**config.mk**
```make
export PLATFORM = sky130hd
export DESIGN_NAME = branch_resolution_unit
export DESIGN_NICKNAME = d
export VERILOG_FILES = /design/src/rtl/branch_pkg.sv /design/src/rtl/bp_update_fifo.sv /design/src/rtl/branch_resolution_unit.sv
export SDC_FILE = /design/constraint.sdc
export NUM_CORES = 1
export LEC_CHECK = 0
export ABC_AREA = 1
export BUFFER_PORTS_ARGS = -buffer_cell sky130_fd_sc_hd__buf_2
export CAP_MARGIN = 20
export CORE_MARGIN = 5
export CORE_UTILIZATION = 40
export DETAILED_ROUTE_END_ITERATION = 6
export GPL_ROUTABILITY_DRIVEN = 0
export HOLD_SLACK_MARGIN = 0.12
export PLACE_DENSITY = 0.68
export SYNTH_ARGS = -nofsm -noshare
export SYNTH_HDL_FRONTEND = slang
export SYNTH_SLANG_ARGS = --single-unit
```
**constraint.sdc**
```tcl
create_clock -name clk -period 3.75 [get_ports clk]
set_clock_uncertainty 0.05 [all_clocks]
set_input_delay 0.75 -clock clk [delete_from_list [all_inputs] [get_ports clk]]
set_output_delay 0.75 -clock clk [all_outputs]
set_load 0.1 [all_outputs]
```
**src/rtl/branch_pkg.sv**
```systemverilog
// Shared types and constants for the EX-stage branch resolution unit
// and its predictor-update queue.
package branch_pkg;

    localparam int BP_XLEN = 32;

    localparam logic [2:0] F3_BEQ  = 3'b000;
    localparam logic [2:0] F3_BNE  = 3'b001;
    localparam logic [2:0] F3_BLT  = 3'b100;
    localparam logic [2:0] F3_BGE  = 3'b101;
    localparam logic [2:0] F3_BLTU = 3'b110;
    localparam logic [2:0] F3_BGEU = 3'b111;

    typedef enum logic {
        IDLE,
        FLUSH
    } bru_state_t;

    typedef struct packed {
        logic [BP_XLEN-1:0] pc;
        logic               taken;
        logic               mispred;
    } bp_update_t;

    // 010/011 are not conditional-branch encodings.
    function automatic logic f3_legal(input logic [2:0] f3);
        return f3[2:1] != 2'b01;
    endfunction

endpackage

```
**src/rtl/bp_update_fifo.sv**
```systemverilog
// Synchronous FIFO holding resolved branch outcomes until the predictor
// accepts them; a push into a full FIFO is allowed when a pop happens too.
module bp_update_fifo
    import branch_pkg::*;
#(
    parameter int UPD_DEPTH = 4
) (
    input  logic       clk,
    input  logic       rst,
    input  logic       push,
    input  logic       pop,
    input  bp_update_t wdata,
    output bp_update_t rdata,
    output logic       empty,
    output logic       full
);

    localparam int PW = $clog2(UPD_DEPTH);
    localparam int CW = $clog2(UPD_DEPTH + 1);

    bp_update_t        mem_q [UPD_DEPTH];
    logic [PW-1:0]     wr_ptr_q;
    logic [PW-1:0]     rd_ptr_q;
    logic [CW-1:0]     count_q;
    logic              do_push;
    logic              do_pop;

    assign empty   = (count_q == '0);
    assign full    = (count_q == CW'(UPD_DEPTH));
    assign do_pop  = pop & ~empty;
    assign do_push = push & (~full | do_pop);
    assign rdata   = mem_q[rd_ptr_q];

    always_ff @(posedge clk) begin
        if (rst) begin
            wr_ptr_q <= '0;
            rd_ptr_q <= '0;
            count_q  <= '0;
        end else begin
            if (do_push) wr_ptr_q <= wr_ptr_q + PW'(1);
            if (do_pop)  rd_ptr_q <= rd_ptr_q + PW'(1);
            case ({do_push, do_pop})
                2'b10:   count_q <= count_q + CW'(1);
                2'b01:   count_q <= count_q - CW'(1);
                default: count_q <= count_q;
            endcase
        end
    end

    // NOTE: storage is not reset; only pointers and count define validity,
    // so clearing the array would just cost reset fan-out.
    always_ff @(posedge clk) begin
        if (do_push) mem_q[wr_ptr_q] <= wdata;
    end

endmodule

```
**src/rtl/branch_resolution_unit.sv**
```systemverilog
// Resolves EX-stage conditional branches, redirects fetch and flushes on a
// mispredict, and queues outcomes for the YAGS predictor update port.
module branch_resolution_unit
    import branch_pkg::*;
#(
    parameter int XLEN         = BP_XLEN,
    parameter int UPD_DEPTH    = 4,
    parameter int FLUSH_CYCLES = 2
) (
    input  logic            clk,
    input  logic            rst,
    input  logic            ex_valid,
    input  logic            ex_is_branch,
    input  logic [2:0]      ex_funct3,
    input  logic [XLEN-1:0] ex_pc,
    input  logic [XLEN-1:0] ex_target,
    input  logic            ex_pred_taken,
    output logic            br_un,
    input  logic            br_lt,
    input  logic            br_eq,
    output logic            stall_ex,
    output logic            redirect_valid,
    output logic [XLEN-1:0] redirect_pc,
    output logic            flush,
    output logic            upd_valid,
    input  logic            upd_ready,
    output logic [XLEN-1:0] upd_pc,
    output logic            upd_taken,
    output logic            upd_mispred,
    output logic [31:0]     perf_branches,
    output logic [31:0]     perf_mispred
);

    localparam int FCW = $clog2(FLUSH_CYCLES + 1);

    bru_state_t      state_q, state_d;
    logic [FCW-1:0]  flush_cnt_q, flush_cnt_d;
    logic            redirect_valid_q, redirect_valid_d;
    logic [XLEN-1:0] redirect_pc_q, redirect_pc_d;
    logic [31:0]     perf_branches_q, perf_branches_d;
    logic [31:0]     perf_mispred_q, perf_mispred_d;

    logic       taken;
    logic       mispred;
    logic       accept;
    logic       fifo_empty;
    logic       fifo_full;
    bp_update_t fifo_wdata;
    bp_update_t fifo_rdata;

    assign br_un = ex_funct3[1];

    always_comb begin
        case (ex_funct3)
            F3_BEQ:           taken = br_eq;
            F3_BNE:           taken = ~br_eq;
            F3_BLT, F3_BLTU:  taken = br_lt;
            F3_BGE, F3_BGEU:  taken = ~br_lt;
            default:          taken = 1'b0;
        endcase
    end

    assign mispred  = taken ^ ex_pred_taken;
    assign stall_ex = ex_valid & ex_is_branch & (state_q == IDLE) & fifo_full & ~upd_ready;
    assign accept   = ex_valid & ex_is_branch & f3_legal(ex_funct3)
                    & (state_q == IDLE) & ~stall_ex;

    // NOTE: every always_comb output gets a default first, so no path can
    // leave a signal unassigned and infer a latch.
    always_comb begin
        state_d          = state_q;
        flush_cnt_d      = flush_cnt_q;
        redirect_valid_d = 1'b0;
        redirect_pc_d    = redirect_pc_q;
        perf_branches_d  = perf_branches_q;
        perf_mispred_d   = perf_mispred_q;
        case (state_q)
            IDLE: begin
                if (accept) begin
                    perf_branches_d = perf_branches_q + 32'd1;
                    perf_mispred_d  = perf_mispred_q + 32'(mispred);
                    if (mispred) begin
                        state_d          = FLUSH;
                        flush_cnt_d      = FCW'(FLUSH_CYCLES);
                        redirect_valid_d = 1'b1;
                        redirect_pc_d    = taken ? ex_target : ex_pc + XLEN'(4);
                    end
                end
            end
            FLUSH: begin
                flush_cnt_d = flush_cnt_q - FCW'(1);
                if (flush_cnt_q == FCW'(1)) state_d = IDLE;
            end
            default: state_d = IDLE;
        endcase
    end

    // NOTE: sequential state uses non-blocking assignments so every register
    // samples the pre-edge values of the others.
    always_ff @(posedge clk) begin
        if (rst) begin
            state_q          <= IDLE;
            flush_cnt_q      <= '0;
            redirect_valid_q <= 1'b0;
            redirect_pc_q    <= '0;
            perf_branches_q  <= '0;
            perf_mispred_q   <= '0;
        end else begin
            state_q          <= state_d;
            flush_cnt_q      <= flush_cnt_d;
            redirect_valid_q <= redirect_valid_d;
            redirect_pc_q    <= redirect_pc_d;
            perf_branches_q  <= perf_branches_d;
            perf_mispred_q   <= perf_mispred_d;
        end
    end

    assign fifo_wdata = '{pc: ex_pc, taken: taken, mispred: mispred};

    bp_update_fifo #(
        .UPD_DEPTH(UPD_DEPTH)
    ) u_upd_fifo (
        .clk   (clk),
        .rst   (rst),
        .push  (accept),
        .pop   (upd_valid & upd_ready),
        .wdata (fifo_wdata),
        .rdata (fifo_rdata),
        .empty (fifo_empty),
        .full  (fifo_full)
    );

    assign flush          = (state_q == FLUSH);
    assign redirect_valid = redirect_valid_q;
    assign redirect_pc    = redirect_pc_q;
    assign upd_valid      = ~fifo_empty;
    assign upd_pc         = fifo_rdata.pc;
    assign upd_taken      = fifo_rdata.taken;
    assign upd_mispred    = fifo_rdata.mispred;
    assign perf_branches  = perf_branches_q;
    assign perf_mispred   = perf_mispred_q;

endmodule

```
==> results.cfg <==
[logic_synthesis]
ys_seq_elements = 245
synth_cell_type_count = 36
synth_warnings = 0
synth_nets = 1566
netlist_area_um2 = 11700
yosysSeqAreaShare_pct = 53.4
syn_avg_cell_area_um2 = 7.93
syn_inst = 1480

[timing]
fin_crit_sh_pct = 86.8
hold_ws_ns = 0.410
worst_pin_slew_ns = 0.724
setup_viol = 0
fin_tns_setup_ns = 0
fmax_mhz = 307
slew_headroom_pct = 51.7
fin_ws_ns = 0.495
drv_slew = 0
finalHoldViolCount = 0
fin_crit_ns = 3.26
rsz0062_at_grt = no

[critical_path]
cp-end-kind = output pin
crit_fanout = 22
required_ns = 2.95
r2r_start = flush
critPathKind = flip-flop to output pin
arrival_ns = 2.46
cp-start-kind = flip-flop

[clock_tree]
cts_tree = built
htreeDepth = 1
insertion_delay_ns = 0.54
root_buffer = clkbuf_16
cts_buffer_depth = 3
cts.repair.resized = 0
cts_post_setup_buffers_inserted = 0
hold_buffers = 0
clkSinkCount = 245
clk_pin_slew_ns = 0.06
cts_inserted_buffers = 27

[detailed_routing]
dr.first_iter.drc_count = 719
drt-total-wl_um = 34200
viasPerCell = 5.06
first_pass_iters = 5
wl_per_cell_um = 16.4
drc = 0
ant_nets = 0
vias = 10600

[placed_design]
placed_area_um2 = 13200
place_ws_ns = 0.568
dp_hpwl_um = 24500
io_buffers = 209

[floorplanning]
die_x_um = 181
io_pins = 210
row_count = 62
core-area_um2 = 28900
initial_core_util_pct = 40.7
die-area_um2 = 32900
die_y_um = 181

[run_status]
outcome = complete, no violations

[global_routing]
grt_pass1_vias = 9922
grt_pass1_wl_um = 53600
grt_start_max_net_pins = 69
antenna_found_initial = 6
track_usage_pct = 20.0
grt_overflow = 0

[pwr]
p_per_area_nw_per_um2 = 573
p_leak_uw = 0.00572
peakVddDrop_mv = 0.429

[cells_and_area]
fin_nets = 1767
drive_gt1_share_pct = 17.4
area_growth_pct = 20.8
post-route-cell-area_um2 = 14200

[hold_path]
hold_class = flip-flop to flip-flop
hp-start = redirect_pc[23]

[run]
maxCapViolCount = 0
==> layout make-up <==
type | count | area (um2)
Sequential cell | 245 | 6270
Inverter | 120 | 450
Timing Repair Buffer | 225 | 1180
Clock buffer | 30 | 718
Fill cell | 2805 | 14700
Clock inverter | 20 | 275
Antenna cell | 3 | 7.51
Tap cell | 384 | 480
Multi-Input combinational cell | 1062 | 4800
==> sequential cells by signal, indices dropped and copies added (netlist names), 2 cells and up, named ones only <==
register / flops
u_upd_fifo.count_q: 3
flush_cnt_q: 2
u_upd_fifo.rd_ptr_q: 2
redirect_pc: 32
perf_branches: 32
u_upd_fifo.mem_q: 136
u_upd_fifo.wr_ptr_q: 2
perf_mispred: 32
==> through the flow <==
stage,cells,utilization (%),total power (uW)
2_1_floorplan,1480,-,4840
3_3_place_gp,2036,45.7,5280
3_5_place_dp,2036,45.7,5300
4_1_cts,2086,49.1,8190
5_1_grt,2089,49.1,8450
6_report,2089,49.1,8130
==> cell usage after synthesis <==
cell,instances,area share [%]
nand2_1,409,13
nor2_1,275,8.8
edfxtp_1,136,35
inv_1,113,3.6
dfxtp_1,109,19
o21ai_0,107,4.6
a21oi_1,70,3.0
nand3_1,55,2.3
clkbuf_1,35,1.1
o22ai_1,34,1.8
nor3_1,23,0.98
xor2_1,18,1.3
nand3b_1,16,1.0
buf_2,11,0.47
ha_1,10,1.1
nand4_1,10,0.53
o21ai_1,8,0.34
inv_2,6,0.19
buf_1,3,0.096
buf_4,3,0.19
nor2_2,3,0.16
nor2_4,3,0.29
o21bai_1,3,0.19
or2_2,3,0.16
a21o_1,2,0.13
nand2_2,2,0.11
nand2_4,2,0.19
nand3_2,2,0.17
xnor2_1,2,0.15
a21boi_0,1,0.064
a31oi_1,1,0.053
buf_6,1,0.096
clkinv_1,1,0.032
fa_1,1,0.17
nor3b_1,1,0.064
o21ba_2,1,0.085
==> final timing paths <==
path / slack, ns / cells past startpoint / to
worst min register to register: 0.41 / 2 / redirect_pc[23]
worst min-delay path: 0.41 / 2 / redirect_pc[23]
worst max-delay path: 0.49 / 5 / upd_pc[21]
worst max register to register: 1.27 / 10 / redirect_pc[19]
==> logic make-up after synthesis <==
logic type	Yosys count	share of synthesized area [%]
DFF	245	53.4
AOI/OAI and AO/OA	227	10.2
adders and majority gates	11	1.24
xor gates and xnor gates	20	1.49
buffers and inverters	173	5.81
and+or+nand+nor	804	27.9
==> power breakdown <==
part / total (uW) / leakage (uW) / internal, uW / switching (uW)
clock: 2900 / 0.000488 / 1810 / 1090
combinational: 2280 / 0.00312 / 362 / 1920
sequential: 2950 / 0.00211 / 2920 / 35.8
==> cell usage in the layout, fill, tap and decap left out, types with 4 or more instances in the layout <==
master	instances
ha_1	10
buf_4	15
clkinv_2	4
o21ai_0	107
nand4_1	10
bufinv_16	6
clkbuf_16	28
dfxtp_1	108
nor3_1	23
clkinv_1	6
nor2_1	271
a21oi_1	70
edfxtp_1	136
nand3b_1	16
buf_2	209
xor2_1	18
inv_1	113
o21ai_1	8
inv_2	6
nand3_1	55
nand2_1	409
nor2_2	7
o22ai_1	34
==> critical path: stages (launching register included) <==
cell and delay (ns):
dfxtp_2 0.32, inv_1 0.45, buf_4 0.35, o21ai_0 0.11
o22ai_1 0.20, buf_2 0.47
==> layer usage <==
metal / global-route usage, % / share of wire, % / vias up
met5: 0 / 0.082 / -
met4: 7.63 / 4.1 / 6
met3: 4.65 / 9.0 / 80
met2: 33.1 / 46 / 382
met1: 25.6 / 41 / 4853
li1: - / - / 5258
Note: power is estimated with default switching activity, not from simulation.
